`src/rtl/alu_sequencer.sv`:
```
// Single-issue sequencer in front of the ALU: holds operands/opcode, waits the per-class latency, captures the result.
// Optional build macro: ALU_SEQ_DIV_ZERO_CHECK_EN (short-circuits DIV by zero with an error result).
module alu_sequencer #(
  parameter int TAG_W     = 4,
  parameter int LAT_LOGIC = 1,
  parameter int LAT_ARITH = 4,
  parameter int LAT_MUL   = 66,
  parameter int LAT_DIV   = 130
) (
  input  logic             i_clk,
  input  logic             i_reset,
  input  logic             i_in_valid,
  output logic             o_in_ready,
  input  logic [63:0]      i_in_a,
  input  logic [63:0]      i_in_b,
  input  logic [3:0]       i_in_op,
  input  logic [TAG_W-1:0] i_in_tag,
  output logic [63:0]      o_alu_a,
  output logic [63:0]      o_alu_b,
  output logic [3:0]       o_alu_op,
  input  logic [63:0]      i_alu_out,
  input  logic [64:0]      i_alu_rem,
  output logic             o_res_valid,
  input  logic             i_res_ready,
  output logic [63:0]      o_res_data,
  output logic [64:0]      o_res_rem,
  output logic             o_res_err,
  output logic [TAG_W-1:0] o_res_tag,
  output logic             o_busy
);

  typedef enum logic [1:0] {S_IDLE, S_WAIT, S_DONE} state_t;

  localparam logic [7:0] L_LOGIC = 8'(LAT_LOGIC);
  localparam logic [7:0] L_ARITH = 8'(LAT_ARITH);
  localparam logic [7:0] L_MUL   = 8'(LAT_MUL);
  localparam logic [7:0] L_DIV   = 8'(LAT_DIV);

  state_t           r_state;
  logic [7:0]       r_cnt;
  logic [TAG_W-1:0] r_tag;
  logic             r_flt;
  logic             r_dz;
  logic [63:0]      r_alu_a, r_alu_b;
  logic [3:0]       r_alu_op;
  logic             r_res_valid, r_res_err;
  logic [63:0]      r_res_data;
  logic [64:0]      r_res_rem;
  logic [TAG_W-1:0] r_res_tag;

  logic w_illegal;
  logic w_dz;
  logic w_flt;

  function automatic logic [7:0] lat_of(input logic [3:0] op);
    case (op)
      4'd0, 4'd1, 4'd8, 4'd9: lat_of = L_ARITH;
      4'd2:                   lat_of = L_MUL;
      4'd3:                   lat_of = L_DIV;
      4'd4, 4'd5, 4'd6, 4'd7: lat_of = L_LOGIC;
      default:                lat_of = 8'd1;
    endcase
  endfunction

  assign w_illegal = (i_in_op > 4'd9);
`ifdef ALU_SEQ_DIV_ZERO_CHECK_EN
  assign w_dz = (i_in_op == 4'd3) && (i_in_b == 64'd0);
`else
  assign w_dz = 1'b0;
`endif
  // Faulted requests still pass through WAIT for exactly one edge so the result path stays uniform.
  assign w_flt = w_illegal | w_dz;

  always_ff @(posedge i_clk) begin
    if (!i_reset) begin
      r_state     <= S_IDLE;
      r_cnt       <= 8'd0;
      r_tag       <= '0;
      r_flt       <= 1'b0;
      r_dz        <= 1'b0;
      r_alu_a     <= 64'd0;
      r_alu_b     <= 64'd0;
      r_alu_op    <= 4'd0;
      r_res_valid <= 1'b0;
      r_res_err   <= 1'b0;
      r_res_data  <= 64'd0;
      r_res_rem   <= 65'd0;
      r_res_tag   <= '0;
    end else begin
      case (r_state)
        S_IDLE: begin
          if (i_in_valid) begin
            r_alu_a  <= i_in_a;
            r_alu_b  <= i_in_b;
            r_alu_op <= i_in_op;
            r_tag    <= i_in_tag;
            r_flt    <= w_flt;
            r_dz     <= w_dz;
            r_cnt    <= w_flt ? 8'd1 : lat_of(i_in_op);
            r_state  <= S_WAIT;
          end
        end
        S_WAIT: begin
          r_cnt <= r_cnt - 8'd1;
          if (r_cnt <= 8'd1) begin
            r_res_valid <= 1'b1;
            r_res_err   <= r_flt;
            r_res_tag   <= r_tag;
            if (r_flt) begin
              r_res_data <= r_dz ? {64{1'b1}} : 64'd0;
              r_res_rem  <= r_dz ? {1'b0, r_alu_a} : 65'd0;
            end else begin
              r_res_data <= i_alu_out;
              r_res_rem  <= i_alu_rem;
            end
            r_state <= S_DONE;
          end
        end
        S_DONE: begin
          if (i_res_ready) begin
            r_res_valid <= 1'b0;
            r_state     <= S_IDLE;
          end
        end
        default: r_state <= S_IDLE;
      endcase
    end
  end

  assign o_in_ready  = (r_state == S_IDLE);
  assign o_busy      = (r_state != S_IDLE);
  assign o_alu_a     = r_alu_a;
  assign o_alu_b     = r_alu_b;
  assign o_alu_op    = r_alu_op;
  assign o_res_valid = r_res_valid;
  assign o_res_data  = r_res_data;
  assign o_res_rem   = r_res_rem;
  assign o_res_err   = r_res_err;
  assign o_res_tag   = r_res_tag;

endmodule

```
`config.mk`:
```
export PLATFORM = sky130hd
export DESIGN_NAME = alu_sequencer
export DESIGN_NICKNAME = d
export VERILOG_FILES = /design/src/rtl/alu_sequencer.sv
export SDC_FILE = /design/constraint.sdc
export NUM_CORES = 1
export LEC_CHECK = 0
export CORE_AREA = 2 2 206 208
export DETAILED_ROUTE_END_ITERATION = 6
export DIE_AREA = 0 0 208 210
export GPL_TIMING_DRIVEN = 0
export SLEW_MARGIN = 0
export SYNTH_ARGS = -nofsm -noshare
export SYNTH_HDL_FRONTEND = slang
export SYNTH_SLANG_ARGS = --single-unit
```
`constraint.sdc`:
```
create_clock -name i_clk -period 2.1 [get_ports i_clk]
set_clock_uncertainty 0.05 [all_clocks]
set_input_delay 0.42 -clock i_clk [delete_from_list [all_inputs] [get_ports i_clk]]
set_output_delay 0.42 -clock i_clk [all_outputs]
set_load 0.1 [all_outputs]
```
==> metrics list, run 1 <==
- The flow ran to the end, and the final reports show no timing, DRC or antenna violations.
- In this run the horizontal extent of the chip is 208 um.
- # setup viols final: 0
* Maximum number of pins on one net before global-route repair: 13
- Number of distinct standard cells referenced by the synthesized netlist: 37
- Summing all placed instances gives a cell area of 0.0172 sq mm.
- Pwr dens: 1180 mW/mm^2
* Max Root-Sink Buffers: 3
* Sequential share of the synthesized area: 0.506
* Antenna violations before repair: 3
- The min-delay analysis places its worst path in the category input port to flip-flop.
- Power share of the combinational group: 0.436
- For this run, the top clock speed supported by timing is 495 MHz.
- After detailed routing, the number of remaining DRC violations is 0.
- Maximum single-stage delay on the critical path: 320 ps
* Post-synthesis cell area: 0.0111 sq mm
- After routing the design area is 0.0187 sq mm.
- Relative to the synthesized area, the layout overhead comes to 67.3%.
* P_int: 12.1 mW
- In this run, CTS created clock tree buffers numbering 35.
- STA puts the critical path data arrival time at 1550 ps.
* Final Cycle Share: 0.963
- CTS saw 282 sinks.
* Min Hold Slack: 319 ps
- Number of pins exceeding their max-slew limit in the final report: 0
* Critical Setup Path Class: flip-flop to output port
* Synthesized netlist cell count: 1265
* Floorplan Core Area: 0.0415 sq mm
- In this run the tool buffered the top-level ports with 536 buffer cells.
* Most frequent standard cell in the layout excluding fill and tap cells: sky130_fd_sc_hd__nand2_1
* R2r setup slk: 180 ps
* I/O pin total: 538
- Count of endpoints failing hold in the final timing report: 0
* Worst path required time: 1630 ps
* Net count after synthesis: 1536
- Slew @ Worst Pin: 819 ps
- Unrepaired setup endpoints after global routing: no
* Primary FF master, synth: sky130_fd_sc_hd__dfxtp_1
- Startpoint of the most critical register-to-register path: r_cnt[3]$_SDFFE_PN0P_
- Htree depth: 2
- Average vias per placed instance: 4.57
* Worst path bufs/invs: 3
- Final period demand of the worst path: 2020 ps
* Post-synthesis area per instance: 8.81 sq um
- CTS clock-pin slew for the worst setup and hold paths: 60 ps
- The worst setup path is launched from a flip-flop.
- Of the total power, the share spent switching nets is 0.448.
- Hold depth: 4
- Vias in the first global route: 11198
- Share of final-layout standard cells stronger than drive strength 1: 0.195
- Total global routing overflow: 0
- Max rail drop VDD: 0.708 mV
* Fillers: 4060
* Total number of nets in the final design: 2109
- Switching Power: 9.84 mW
- Top cell family by delay on the critical path: buffers and inverters
* Global-route wire length before repair: 66.3 mm
* Max-slew headroom: 0.454
* Routability-driven placement congestion ratio: 0.845
- Top post-synthesis cells by area: sky130_fd_sc_hd__dfxtp_1 (51%), sky130_fd_sc_hd__nand2_1 (14%), sky130_fd_sc_hd__mux2i_1 (12%)
- The detailed router placed 10955 vias in this run.
- For the final routed database, the setup TNS stands at 0 ps.
- After detailed routing, the total wire length is 44.0 mm.
* Clock group share of total power: 0.267
* Post-synth EDFFs: 0
- Pre-CTS WS: -458 ps
- Number of buffers added for setup after CTS: 0
* Library cell used as clock root buffer: sky130_fd_sc_hd__clkbuf_16
* Max-cap violations: 0
- For this run, the detailed router's first-pass iteration total came to 4.
* Fraction of post-synthesis cell area in the top cell type by area: 0.506
- Crit path launch: r_state[1]$_SDFFE_PN0P_
* Worst Min Path Start: i_reset
- HPWL Detailed: 33.7 mm
* Worst-skew pair later-pin latency: 530 ps
- Starting density of the core: 0.269
- Once detail routing completed, the nets flagged for antenna violations numbered 0.
- DIE AREA: 0.0437 sq mm
- Dividing the detail-routed wire length by the instance count gives 18.4 um.
- Sequential group share of total power: 0.297
* CTS tree: done
- The Yosys step of the flow raised 0 warnings.
- Sort of element at the end of the critical path: output port
* Commonest non-fill, non-tap cells in the layout: sky130_fd_sc_hd__nand2_1 (413), sky130_fd_sc_hd__dfxtp_1 (282), sky130_fd_sc_hd__clkdlybuf4s50_1 (267), sky130_fd_sc_hd__clkdlybuf4s15_2 (267), sky130_fd_sc_hd__a21oi_1 (140)
- Largest fanout of any net on the critical path: 10
- Reg2reg end: o_res_data[23]$_SDFFE_PN0P_
* Die H: 210 um
- The worst path meets setup with 77.8 ps of slack.
- Synthesis inferred 282 register bits.
- The largest total area in the synthesized netlist belongs to sky130_fd_sc_hd__dfxtp_1.
* Post-synthesis async set-or-reset flop share: 0
* R2r worst-path depth: 6
- In this run the worst setup path terminates at o_in_ready.
- The critical path runs through a total of 4 cells.
- Across every metal layer, demand over resource in global routing totals 0.195.
* Std-Cell Rows: 75
* Crit-path cells: buf_6 -> or2_4 -> clkinvlp_4 -> buf_12
- Leak: 6.60 nW
- Violation count after the first detailed-route iteration: 467
- Slowest cell on the critical path: sky130_fd_sc_hd__dfxtp_1
-- how the worst min path moves through the flow --
stage	to	slack (ps)
global route	r_cnt[6]$_SDFFE_PN0P_	350
CTS	r_cnt[7]$_SDFFE_PN0P_	290
detailed placement	o_alu_b[11]$_SDFFE_PN0P_	400
floorplan	r_tag[0]$_SDFFE_PN0P_	390
finish	r_cnt[7]$_SDFFE_PN0P_	320
global placement	o_alu_a[19]$_SDFFE_PN0P_	390
-- registers in the layout, indices dropped and copies added, names as in the netlist, 2 cells and up --
| signal | cells |
|---|---|
| o_alu_a | 64 |
| o_alu_b | 64 |
| o_alu_op | 4 |
| o_res_data | 64 |
| o_res_rem | 65 |
| o_res_tag | 4 |
| r_cnt | 8 |
| r_state | 2 |
| r_tag | 4 |
-- stage by stage --
stage | utilization | std cells | total power [mW]
after global placement | 0.415 | 2340 | 16.3
after CTS | 0.449 | 2396 | 22.2
after floorplan | - | 1265 | 13.7
after detailed placement | 0.415 | 2340 | 16.4
final | 0.450 | 2397 | 21.9
after global routing | 0.450 | 2397 | 22.8
-- layer usage --
layer | share of wire | track usage
met3 | 0.091 | 0.0709
met5 | 0.00052 | 0
met4 | 0.027 | 0.0673
met1 | 0.39 | 0.213
met2 | 0.49 | 0.348
-- cell families (layout without fill, tap and decap cells) --
group,count (synthesis),after routing,share of synthesized area
AO/OA/AOI/OAI,159,159,0.0759
adder cells (fa/ha/maj),2,2,0.00224
buffers and inverters,117,709,0.0512
flip-flops,282,282,0.506
multiplexers,135,135,0.121
other,0,1,0
AND/OR/NAND/NOR,570,570,0.243
-- Yosys cell counts (all sizes together) (2+ instances only) --
cell type and number:
nand2 413, dfxtp 282, a21oi 140, mux2i 135
nand3b 130, clkbuf 70, buf 39, inv 8
nand2b 5, or3 4, a31oi 3, nor2 3
nor3b 3, o2111ai 3, o211ai 3, or4 3
ha 2, nand3 2, nor4 2, o21ai 2
-- area by class of cell --
cell class,count,area [sq um],area share
plain buffers,109,558,0.0299
well taps,539,674,0.0362
clock buffers,51,1040,0.0557
clock inverters,5,53.8,0.00288
diodes,1,2.50,0.000134
inverters,8,33.8,0.00181
repair buffers,536,5710,0.306
flip-flops and latches,282,5650,0.303
multi-input cells,866,4940,0.265
-- worst reg2reg max path: cells and delay by family, from the launching register on --
| family | cells | cell delay, ps |
|---|---|---|
| mux | 1 | 220 |
| compound gates | 1 | 280 |
| simple gates | 1 | 340 |
| buf+inv | 3 | 560 |
| flops | 1 | 380 |
-- power groups by stage --
stage	Clock, mW	Combinational, mW	Sequential (mW)
6_report	5.85	9.57	6.51
5_1_grt	6.22	9.98	6.60
4_1_cts	6.05	9.64	6.51
3_5_place_dp	0	9.78	6.61
3_3_place_gp	0	9.74	6.58
2_1_floorplan	0	2.30	11.4
-- what timing repair did --
item / 4_1_cts / 5_1_grt
cloned: 0 / 0
setup endpoints to repair: 287 / 151
pin swaps: 1 / 1
hold buffers: 0 / 0
resized for setup: 819 / 9
endpoints found under the hold margin: 0 / 0
No activity file was read; power rests on OpenSTA's default activity.
==> inputs of run 2 (changes only) <==
--- a/config.mk
+++ b/config.mk
@@ -9,6 +9,7 @@
 export DETAILED_ROUTE_END_ITERATION = 6
 export DIE_AREA = 0 0 208 210
 export GPL_TIMING_DRIVEN = 0
+export RECOVER_POWER = 100
 export SLEW_MARGIN = 0
 export SYNTH_ARGS = -nofsm -noshare
 export SYNTH_HDL_FRONTEND = slang
==> metrics list, run 2 (synthesized netlist as in run 1, its figures left out) <==
- Kind of path behind the tightest hold check: input port to flip-flop (unchanged)
- Global-route wire length before repair: 66.3 mm (unchanged)
* Post-layout power: 21.9 mW (about the same)
- The global-route met1 utilization came to 0.213 (unchanged).
* Detail-routed net length per standard cell: 18.4 um (about the same)
- Share of final-layout standard cells stronger than drive strength 1: 0.195 (unchanged)
- DP Area: 0.0172 sq mm (unchanged)
- The total number of clock tree sinks is 282 (unchanged).
- Unrepaired setup endpoints after global routing: no (unchanged)
* Die H: 210 um (unchanged)
- Data arrival time of the worst path: 1550 ps (about the same)
- Starting density of the core: 0.269 (unchanged)
- The capturing element type of the critical path was an output port (unchanged).
* # setup viols final: 0 (unchanged)
- Most frequent standard cell in the layout excluding fill and tap cells: sky130_fd_sc_hd__nand2_1 (unchanged)
- Max rail drop VDD: 0.708 mV (about the same)
- The total leakage power came to 6.59 nW (was 6.60 nW).
* Critical Setup Path Class: flip-flop to output port (unchanged)
- The busiest layer in global routing was met2 (unchanged).
- Max Clock Freq: 495 MHz (about the same)
- The final weighted congestion in routability-driven placement is 0.845 (unchanged).
- The required arrival time at the worst endpoint came to 1630 ps (about the same).
- The placeable core region came to 0.0415 sq mm (unchanged).
- The number of post-CTS setup repair buffers was 0 (unchanged).
- Largest register FFs: 65 (unchanged)
- Area added between synthesis and finish: 67.1% (was 67.3%)
* Commonest non-fill, non-tap cells in the layout: sky130_fd_sc_hd__nand2_1 (413), sky130_fd_sc_hd__dfxtp_1 (282), sky130_fd_sc_hd__clkdlybuf4s50_1 (267), sky130_fd_sc_hd__clkdlybuf4s15_2 (267), sky130_fd_sc_hd__a21oi_1 (140) (unchanged)
* Total routed wirelength: 44.0 mm (about the same)
- Antenna violations before repair: 3 (unchanged)
- Maximum single-stage delay on the critical path: 320 ps (about the same)
- The cell row count was 75 (unchanged).
* Max Root-Sink Buffers: 3 (unchanged)
- The detailed-route vias per instance came to 4.56 (was 4.57).
- The end of the worst register-to-register path was o_alu_b[29]$_SDFFE_PN0P_ (was o_res_data[23]$_SDFFE_PN0P_).
* Aggregate global-route resource usage: 0.195 (unchanged)
* Post-CTS Hold Fix Bufs: 0 (unchanged)
* Worst Min Path Start: i_reset (unchanged)
- Final standard cell area without fillers: 0.0186 sq mm (was 0.0187 sq mm)
- The source of the worst register-to-register timing path was r_state[1]$_SDFFE_PN0P_ (was r_cnt[3]$_SDFFE_PN0P_).
- Vias in the first global route: 11198 (unchanged)
* Slowest cell on the critical path: sky130_fd_sc_hd__dfxtp_1 (unchanged)
- DIE AREA: 0.0437 sq mm (unchanged)
- Count of endpoints failing hold in the final timing report: 0 (unchanged)
- The post-layout net count came to 2109 (unchanged).
- The transition at the pin with the smallest max-transition slack came to 819 ps (about the same).
- The final period demand of the worst path was 2020 ps (about the same).
- Min Hold Slack: 320 ps (was 319 ps)
- The number of H-tree levels is 2 (unchanged).
- The met2 demand-to-capacity share in global routing is 0.348 (unchanged).
* Number of pins exceeding their max-slew limit in the final report: 0 (unchanged)
* Number of CTS-inserted buffers: 35 (unchanged)
- The total number of vias is 10938 (was 10955).
- The path depth of the worst reg2reg path was 7 (was 6).
- The insertion delay to the later sink of the worst-skew pair came to 530 ps (about the same).
- Library cell used as clock root buffer: sky130_fd_sc_hd__clkbuf_16 (unchanged)
- The count of max-cap constraint violations came to 0 (unchanged).
- Endpoint of the worst hold path: r_cnt[7]$_SDFFE_PN0P_ (unchanged)
- The maximum fanout along the worst path came to 10 (unchanged).
- Final Util: 0.449 (was 0.450)
- The relative slew slack came to 0.454 (about the same).
- Crit-path cells: buf_6 -> or2_4 -> clkinvlp_4 -> buf_12 (unchanged).
* R2r setup slk: 160 ps (was 180 ps)
- CTS clock-pin slew for the worst setup and hold paths: 60 ps (about the same)
* Violation count after the first detailed-route iteration: 429 (was 467)
- The final antenna-violating net count is 0 (unchanged).
- Total global routing overflow: 0 (unchanged)
* Pwr dens: 1180 mW/mm^2 (about the same)
- Die X-Extent: 208 um (unchanged)
* Final Cycle Share: 0.963 (about the same)
* Pre-Repair DR Iteration Count: 4 (unchanged)
* HPWL Detailed: 33.7 mm (unchanged)
- The number of I/O port buffers came to 536 (unchanged).
- Result of the run: finished clean (unchanged)
- Maximum number of pins on one net before global-route repair: 13 (unchanged)
* M3 GR Usage: 0.0709 (unchanged)
* Remaining DRCs: 0 (unchanged)
* Hold depth: 4 (unchanged)
* Category of the worst setup path launch point: flip-flop (unchanged)
* I/O pin total: 538 (unchanged)
* CTS tree: done (unchanged)
run 2: changes by cell type in the layout (fill, tap and decap cells not counted):
| cell | change |
|---|---|
| sky130_fd_sc_hd__buf_2 | -7 |
| sky130_fd_sc_hd__buf_6 | +2 |
| sky130_fd_sc_hd__buf_4 | -5 |
| sky130_fd_sc_hd__buf_8 | -2 |
| sky130_fd_sc_hd__clkbuf_2 | +12 |
run 2: routing by layer:
layer	wire length [um]	share of wire
met1	17000	0.39
met2	21800	0.49
met4	1190	0.027
met3	4040	0.092
met5	23	0.00052
run 2: stage by stage:
step	TNS [ps]	cells	worst slack, ps
after floorplan	0	1265	70.8
final	0	2397	78.2
after global routing	0	2397	6.94
after CTS	0	2396	2.40
after global placement	-46320	2340	-448
after detailed placement	-51870	2340	-458
run 2: how the worst max path moves through the flow:
stage                       startpoint                     to  slack (ps)  cells past startpoint
2_1_floorplan  r_state[1]$_SDFFE_PN0P_             o_in_ready          70                      3
3_3_place_gp   r_state[1]$_SDFFE_PN0P_             o_in_ready        -450                      4
3_5_place_dp   r_state[1]$_SDFFE_PN0P_             o_in_ready        -460                      4
4_1_cts        r_state[1]$_SDFFE_PN0P_  r_tag[0]$_SDFFE_PN0P_           2                      6
5_1_grt        r_state[0]$_SDFFE_PN0P_             o_in_ready           7                      4
6_report       r_state[1]$_SDFFE_PN0P_             o_in_ready          80                      4
run 2: where the power goes:
part           switching [mW]  leakage (nW)  internal (mW)
registers               0.416          2.30           6.09
clock network            2.32         0.539           3.53
logic                    7.09          3.75           2.45
run 2: cell type report:
cell class                      count  area (sq um)
Clock buffer                       51          1040
Clock inverter                      5          53.8
Inverter                            8          33.8
Timing Repair Buffer              536          5710
Multi-Input combinational cell    866          4940
Antenna cell                        1          2.50
Buffer                            109           538
Tap cell                          539           674
Sequential cell                   282          5650
Fill cell                        4065         22800
run 2: worst max-delay path: cells and delay by family, from the launching register on:
family,cells,cell delay (ps)
buffers and inverters,3,410
and+or+nand+nor,1,290
DFF,1,320
run 2: repair_timing:
action,CTS,global route
setup endpoints to repair,287,151
resized for setup,819,9
pin swaps,1,1
